**config.mk**
```make
export PLATFORM = sky130hd
export DESIGN_NAME = aes_bram_rd_responder
export DESIGN_NICKNAME = d
export VERILOG_FILES = /design/src/rtl/aes_bram_pkg.sv /design/src/rtl/aes_bram_rd_responder.sv
export SDC_FILE = /design/constraint.sdc
export NUM_CORES = 1
export LEC_CHECK = 0
export ABC_AREA = 1
export CORE_MARGIN = 4
export CORE_UTILIZATION = 35
export DETAILED_ROUTE_END_ITERATION = 10
export PLACE_DENSITY = 0.66
export SYNTH_ARGS = -nofsm -noshare
export SYNTH_HDL_FRONTEND = slang
export SYNTH_SLANG_ARGS = --single-unit
```
**constraint.sdc**
```tcl
create_clock -name aes_clk -period 2.2 [get_ports aes_clk]
set_input_delay 0.44 -clock aes_clk [delete_from_list [all_inputs] [get_ports aes_clk]]
set_output_delay 0.44 -clock aes_clk [all_outputs]
set_load 0.02 [all_outputs]
```
**src/rtl/aes_bram_pkg.sv**
```systemverilog
// Shared definitions for the AES BRAM read responder: FSM state encoding,
// read-latency limits and the width of the successful-read counter.
package aes_bram_pkg;

  typedef enum logic [1:0] {
    ST_IDLE  = 2'd0,
    ST_ISSUE = 2'd1,
    ST_WAIT  = 2'd2,
    ST_DONE  = 2'd3
  } rd_state_t;

  localparam int RD_LATENCY_DEFAULT = 1;
  localparam int RD_LATENCY_MIN     = 1;
  localparam int RD_LATENCY_MAX     = 4;
  localparam int RD_COUNT_WIDTH     = 16;
  localparam int RD_LAT_CNT_WIDTH   = $clog2(RD_LATENCY_MAX + 1);

  // A request is usable only if word aligned and inside the populated BRAM.
  function automatic logic req_addr_ok(input logic [31:0] byte_addr,
                                       input int unsigned depth);
    logic [31:0] word_idx;
    word_idx = {2'b00, byte_addr[31:2]};
    return (byte_addr[1:0] == 2'b00) && (word_idx < depth);
  endfunction

endpackage

```
**src/rtl/aes_bram_rd_responder.sv**
```systemverilog
// Single-word BRAM read responder for the AES core. A level request is
// validated, turned into one BRAM enable pulse, the BRAM pipeline latency is
// waited out and the word is returned under a complete/error handshake that
// closes when the requester drops aes_start_read.
module aes_bram_rd_responder
  import aes_bram_pkg::*;
#(
  parameter int ADDR_WIDTH   = 10,
  parameter int DEPTH        = 1024,
  parameter int READ_LATENCY = RD_LATENCY_DEFAULT
) (
  input  logic                      aes_clk,
  input  logic                      aes_rst_n,
  input  logic                      aes_start_read,
  input  logic [31:0]               aes_bram_addr,
  output logic [31:0]               aes_bram_read_data,
  output logic                      bram_complete,
  output logic                      bram_error,
  output logic                      bram_en,
  output logic [ADDR_WIDTH-1:0]     bram_addr,
  input  logic [31:0]               bram_dout,
  output logic                      rd_busy,
  output logic [RD_COUNT_WIDTH-1:0] rd_count
);

  localparam int unsigned                 DEPTH_U  = DEPTH;
  localparam logic [RD_LAT_CNT_WIDTH-1:0] LAT_INIT = RD_LAT_CNT_WIDTH'(READ_LATENCY);

  generate
    if (READ_LATENCY < RD_LATENCY_MIN || READ_LATENCY > RD_LATENCY_MAX) begin : g_bad_latency
      $error("aes_bram_rd_responder: READ_LATENCY outside supported range");
    end
  endgenerate

  rd_state_t                   state_reg, state_next;
  logic                        req_ok_reg;
  logic                        bram_en_reg;
  logic [ADDR_WIDTH-1:0]       bram_addr_reg;
  logic [RD_LAT_CNT_WIDTH-1:0] lat_cnt_reg;
  logic [31:0]                 rdata_reg;
  logic                        complete_reg;
  logic                        error_reg;
  logic                        busy_reg;
  logic [RD_COUNT_WIDTH-1:0]   rd_count_reg;
  logic                        addr_ok;

  assign addr_ok = req_addr_ok(aes_bram_addr, DEPTH_U);

  // Next-state logic; an invalid request passes through ISSUE without an enable.
  always_comb begin
    state_next = state_reg;
    case (state_reg)
      ST_IDLE:  if (aes_start_read) state_next = ST_ISSUE;
      ST_ISSUE: state_next = req_ok_reg ? ST_WAIT : ST_DONE;
      ST_WAIT:  if (lat_cnt_reg == '0) state_next = ST_DONE;
      ST_DONE:  if (!aes_start_read) state_next = ST_IDLE;
      default:  state_next = ST_IDLE;
    endcase
  end

  // State register with a registered busy flag that tracks the next state.
  always_ff @(posedge aes_clk or negedge aes_rst_n) begin
    if (!aes_rst_n) begin
      state_reg <= ST_IDLE;
      busy_reg  <= 1'b0;
    end else begin
      state_reg <= state_next;
      busy_reg  <= (state_next != ST_IDLE);
    end
  end

  // Request latch, single-cycle BRAM enable and the latency down-counter.
  always_ff @(posedge aes_clk or negedge aes_rst_n) begin
    if (!aes_rst_n) begin
      req_ok_reg    <= 1'b0;
      bram_en_reg   <= 1'b0;
      bram_addr_reg <= '0;
      lat_cnt_reg   <= '0;
    end else begin
      bram_en_reg <= 1'b0;
      case (state_reg)
        ST_IDLE: begin
          if (aes_start_read) begin
            req_ok_reg <= addr_ok;
            if (addr_ok) begin
              bram_en_reg   <= 1'b1;
              bram_addr_reg <= aes_bram_addr[ADDR_WIDTH+1:2];
            end
          end
        end
        ST_ISSUE: lat_cnt_reg <= LAT_INIT;
        ST_WAIT:  if (lat_cnt_reg != '0) lat_cnt_reg <= lat_cnt_reg - 1'b1;
        default:  ;
      endcase
    end
  end

  // Response handshake, returned data and the saturating success counter.
  always_ff @(posedge aes_clk or negedge aes_rst_n) begin
    if (!aes_rst_n) begin
      rdata_reg    <= '0;
      complete_reg <= 1'b0;
      error_reg    <= 1'b0;
      rd_count_reg <= '0;
    end else begin
      case (state_reg)
        ST_ISSUE: begin
          if (!req_ok_reg) begin
            rdata_reg    <= '0;
            complete_reg <= 1'b1;
            error_reg    <= 1'b1;
          end
        end
        ST_WAIT: begin
          if (lat_cnt_reg == '0) begin
            rdata_reg    <= bram_dout;
            complete_reg <= 1'b1;
            error_reg    <= 1'b0;
            if (rd_count_reg != '1) rd_count_reg <= rd_count_reg + 1'b1;
          end
        end
        ST_DONE: begin
          // Data is deliberately kept after the handshake closes.
          if (!aes_start_read) begin
            complete_reg <= 1'b0;
            error_reg    <= 1'b0;
          end
        end
        default: ;
      endcase
    end
  end

  assign aes_bram_read_data = rdata_reg;
  assign bram_complete      = complete_reg;
  assign bram_error         = error_reg;
  assign bram_en            = bram_en_reg;
  assign bram_addr          = bram_addr_reg;
  assign rd_busy            = busy_reg;
  assign rd_count           = rd_count_reg;

endmodule

```
==> results by group, run 1 <==
Outcome
  • Outcome: completed

Cells and area
  • Nets: 611
  • Share of layout cells above drive strength 1: 7.02%
  • Largest register FFs: 32
  • Post-Layout Cell Count: 652
  • Synth-to-Final Area Change: 47.7%
  • Diode count: 0

STA
  • Tcrit/Tclk final: 91.7%
  • Post-Route Skew: 0.0114 ns
  • RSZ-0062 raised after global routing: no
  • Slew @ Worst Pin: 0.704 ns
  • Setup TNS: 0 ns
  • Final critical-path required period: 2.02 ns
  • # setup viols final: 0
  • Fmax: 496 MHz
  • Max Slew Vio Count: 0
  • Hold Fails Final Rpt: 0
  • Max_slew headroom: 52.9%

Power
  • Clock Power Share: 15.9%
  • VDD IR max: 637 uV
  • Internal power: 3150 uW
  • Sw frac: 43.4%
  • Static Leak: 0.00235 uW
  • Comb pwr share: 50.3%
  • Power Density: 1140 nW/um^2
  • Net switching power: 2420 uW
  • Sequential Power Share: 33.8%
  • Total power: 5570 uW

Global routing
  • Largest net degree at the start of global routing: 36
  • First-pass GRT wire length: 15100 um
  • Vias in the first global route: 3169
  • Remaining Overflow, GRT: 0
  • Total GRT Usage: 16.8%
  • Initial antenna violation count: 0

CTS
  • Resize count post-CTS: 1
  • TritonCTS clock tree: yes
  • CTS Sinks: 68
  • Worst-Skew Late Latency: 0.34 ns
  • Hold_buf cts: 0
  • Clock-pin slew on the worst setup and hold paths: 0.08 ns
  • TritonCTS buffer count: 9
  • Clk buf depth: 2
  • H-tree depth: 3
  • Root buffer cell: clkbuf_8
  • Setup Buffers After CTS: 0

Critical path
  • Worst R2R Start: state_reg[0]
  • Worst Setup Path Type: reg2reg
  • Crit. End Element: flop
  • Top fanout value on the critical path: 35
  • Arr. time, crit path: 2.29 ns
  • Critical Path Source: state_reg[0]
  • Req. time, crit path: 2.47 ns
  • Startpoint Class: flop

Floorplanning
  • Core area: 9200 sq um
  • DIE AREA: 11100 sq um
  • Die Y-Extent: 105 um
  • Starting Density: 35.9%
  • Row count: 35
  • I/O pin total: 129
  • Die W: 105 um

Synth
  • Yosys top cell by area: dfrtp_1
  • Synthesis Warnings: 0
  • Ranking of synthesized cells by area: dfrtp_1, nand2_1, nand3_1
  • Mapped cell area: 3310 sq um
  • Mapped Cells: 408
  • FF+latch count, synth: 68
  • Sequential-to-total area share from yosys stat: 51.5%
  • Synth Net Count: 482
  • Syn avg cell area: 8.10 sq um
  • Yosys cell types: 30
  • Top cell type's share of synthesized area: 51.5%

Drt
  • Routed Antenna Nets: 0
  • Vias per cell: 4.80
  • Routed WL per cell: 13.9 um
  • Drt total wl: 9090 um
  • Post-route DRC: 0
  • First-iteration detailed-routing DRC count: 75
  • Vias: 3129
  • First-pass DRT Iterations: 5

Min path
  • Hold crit path type: in2async

Placement
  • PortBufs: 128
  • Placed insts: 637
  • RePlAce Congestion: 0.811
  • Post-detail-place hpwl: 6770 um

Job
  • Max-cap violations: 0
## layout make-up
cell class	instances	area, sq um
Fill cell	875	4310
Sequential cell	68	1700
Multi-Input combinational cell	299	1430
Timing Repair Buffer	135	1350
Tap cell	111	139
Clock buffer	9	124
Inverter	24	90.1
Clock inverter	6	42.5
## stage by stage
step | cell area (sq um) | util, % | setup slack, ns | hold WS, ns
after CTS | 4880 | 53.1 | 0.190 | 0.101
final | 4880 | 53.1 | 0.182 | 0.0970
after detailed placement | 4710 | 51.2 | -0.0515 | 0.470
after global placement | 4710 | 51.2 | 0.0839 | 0.462
after floorplan | 3310 | - | 0.644 | 0.144
after global routing | 4880 | 53.1 | 0.0242 | 0.122
## final timing paths
kind | depth (start not counted) | endpoint | slack, ns
max | 10 | rd_count[3] | 0.18
max in group asynchronous | 2 | bram_addr[8] | 1.54
min in group aes_clk | 2 | bram_addr[6] | 0.48
min | 1 | aes_bram_read_data[17] | 0.1
max reg2reg | 10 | rd_count[3] | 0.18
min reg2reg | 2 | bram_addr[6] | 0.48
## layer usage
metal | GRT usage [%] | part of all wire [%] | wire, um | up-vias
li1 | - | - | - | 1559
met1 | 20.6 | 43 | 3880 | 1460
met2 | 28.0 | 50 | 4530 | 91
met3 | 4.51 | 5.0 | 453 | 19
met4 | 6.56 | 2.5 | 227 | 0
met5 | 0 | 0 | 0 | -
## synth_stat cells (all sizes together)
cell and n:
nor2 34, clkbuf 8, ha 7, xnor2 5
nand2 158, a211oi 1, nand3 41, nand4 5
clkinv 1, o22ai 2, buf 9, inv 23
o21ai 40, nand3b 1, xor2 3, a32oi 1
dfrtp 68, a21oi 1
## placed cells by master (no fill, tap or decap), drive strengths merged, types with 3 or more instances in the layout
cell type	count
nand2	158
buf	8
dfrtp	68
xor2	3
clkinv	5
nor2	34
inv	23
clkbuf	9
nand3	41
clkdlybuf4s50	127
nand4	5
xnor2	5
o21ai	40
ha	7
## worst max-delay path: stages (launching register included)
cell,delay (ns)
dfrtp_1,0.43
inv_1,0.12
ha_1,0.20
buf_4,0.36
inv_2,0.15
nor2_8,0.17
inv_1,0.06
nor2_2,0.09
buf_4,0.21
nand2_1,0.08
nand2_1,0.07
## power by group through the flow
stage	clock (uW)	combinational, uW	sequential (uW)
final	884	2800	1880
after global routing	967	3070	1930
after CTS	920	2840	1880
after detailed placement	0	2820	1900
after global placement	0	2770	1890
after floorplan	0	1210	2290
## kinds of logic (layout without fill, tap and decap cells)
kind of cell | count (synthesis) | in the layout | share of synthesized area, %
buffers and inverters | 41 | 174 | 5.38
xor gates and xnor gates | 8 | 8 | 2.12
adders and majority gates | 7 | 7 | 2.65
and+or+nand+nor | 239 | 239 | 31.0
AOI/OAI and AO/OA | 45 | 45 | 7.42
DFF | 68 | 68 | 51.5
Note: power is estimated with default switching activity, not from simulation.
==> run 2: changes to the inputs <==
CORE_ASPECT_RATIO = 0.6   (was default)
==> results by group, run 2 (synthesis results as in run 1) <==
Global routing
  • Vias in the first global route: 3124
  • Total GRT Usage: 17.1%
  • Largest net degree at the start of global routing: 69
  • Initial antenna violation count: 0
  • First-pass GRT wire length: 15600 um
  • Remaining Overflow, GRT: 0

Critical path
  • Worst R2R Start: state_reg[0]
  • Crit. End Element: flop
  • Cells on worst reg2reg path: 10
  • Reg2reg setup slack: 0.23 ns
  • Worst Setup Path Type: reg2reg
  • Top fanout value on the critical path: 35
  • Arr. time, crit path: 2.23 ns
  • Startpoint Class: flop
  • Req. time, crit path: 2.46 ns
  • R2r endpoint: rd_count[9]

STA
  • Max Slew Vio Count: 0
  • RSZ-0062 raised after global routing: no
  • Max_slew headroom: 51.6%
  • # setup viols final: 0
  • Tcrit/Tclk final: 89.4%
  • Hold Fails Final Rpt: 0
  • Post-Route Skew: 0.00640 ns
  • Hold slack: 0.128 ns
  • Fmax: 508 MHz
  • Final critical-path required period: 1.97 ns
  • Setup TNS: 0 ns
  • Slew @ Worst Pin: 0.724 ns

CTS
  • TritonCTS buffer count: 9
  • Clk buf depth: 2
  • Setup Buffers After CTS: 0
  • H-tree depth: 3
  • CTS Sinks: 68
  • Clock-pin slew on the worst setup and hold paths: 0.05 ns
  • Root buffer cell: clkbuf_16
  • Hold_buf cts: 0
  • TritonCTS clock tree: yes
  • Worst-Skew Late Latency: 0.33 ns

Cells and area
  • Diode count: 0
  • Fin area: 5040 sq um
  • Post-Layout Cell Count: 671
  • Share of layout cells above drive strength 1: 6.65%
  • Commonest non-fill, non-tap cell in the layout: nand2_1
  • Multi-input gate area: 1430 sq um
  • Synth-to-Final Area Change: 52.4%
  • # fillers: 839
  • Flip-flop and latch area: 1700 sq um
  • Largest register FFs: 32
  • Nets: 610
  • Commonest non-fill, non-tap cells in the layout: nand2_1, clkdlybuf4s50_1, dfrtp_1

Drt
  • Routed WL per cell: 13.9 um
  • Drt total wl: 9310 um
  • Routed Antenna Nets: 0
  • Vias per cell: 4.67
  • Post-route DRC: 0
  • First-iteration detailed-routing DRC count: 122
  • Vias: 3134
  • First-pass DRT Iterations: 5

Placement
  • PortBufs: 128
  • Placed Area: 4710 sq um
  • Placed insts: 655
  • RePlAce Congestion: 0.826
  • Post-detail-place hpwl: 6520 um

Floorplanning
  • I/O pin total: 129
  • Row count: 27
  • Die W: 133 um
  • Starting Density: 36.0%
  • Die Y-Extent: 83.3 um
  • Core area: 9190 sq um
  • DIE AREA: 11100 sq um

Power
  • Static Leak: 0.00241 uW
  • Power Density: 1240 nW/um^2
  • Total power: 6230 uW
  • VDD IR max: 690 uV

Min path
  • Hold crit path type: in2async

Outcome
  • Outcome: completed

Job
  • Max-cap violations: 0
-- run 2: cell count changes in the layout (fill, tap and decap cells not counted), sizes merged --
cell      change
clkbuf        +3
clkinv        -3
bufinv        +2
buf           -1
clkinvlp      -1
-- run 2: worst max path at each step --
stage,to,from,slack [ns]
4_1_cts,rd_count[9],state_reg[0],0.23
5_1_grt,rd_count[11],state_reg[0],0.06
3_5_place_dp,aes_bram_read_data[13],lat_cnt_reg[0],-0.006
2_1_floorplan,rd_count[8],rd_count[0],0.64
6_report,rd_count[9],state_reg[0],0.23
3_3_place_gp,aes_bram_read_data[17],lat_cnt_reg[0],0.06
-- run 2: timing repair --
item,CTS,global route
hold endpoints to repair,0,0
setup endpoints to repair,28,0
resized for setup,1,0
-- run 2: report_power, final --
| part | total (uW) | leakage, uW | switching (uW) | internal [uW] |
|---|---|---|---|---|
| clock | 1540 | 0.000153 | 519 | 1020 |
| sequential | 1890 | 0.000919 | 247 | 1640 |
| combinational | 2800 | 0.00134 | 1700 | 1100 |
-- run 2: cell type report --
cell class | count | share of cell area [%]
Tap cell | 130 | 3.23
Clock inverter | 4 | 1.44
Clock buffer | 12 | 4.89
Multi-Input combinational cell | 299 | 28.4
Sequential cell | 68 | 33.8
Inverter | 24 | 1.79
Timing Repair Buffer | 134 | 26.5
-- run 2: stage by stage --
stage	worst slack, ns	utilization (%)
5_1_grt	0.0616	54.8
6_report	0.233	54.8
3_3_place_gp	0.0566	51.3
2_1_floorplan	0.644	-
3_5_place_dp	-0.00639	51.3
4_1_cts	0.234	54.8
-- run 2: worst max-delay path, cell delays in order, from the launching register on --
cell and delay (ns):
dfrtp_1 0.41, inv_1 0.11, ha_1 0.19, buf_4 0.36, inv_2 0.14, nor2_8 0.17, inv_1 0.06, nor2_2 0.10
buf_4 0.22, nand2_1 0.08, nand2_1 0.06
-- run 2: layer usage --
layer | wire length, um | global-route usage, % | vias up
li1 | - | - | 1561
met1 | 4640 | 24.2 | 1457
met2 | 3980 | 25.5 | 107
met3 | 609 | 5.57 | 9
met4 | 78 | 3.92 | 0
met5 | 0 | 0 | -
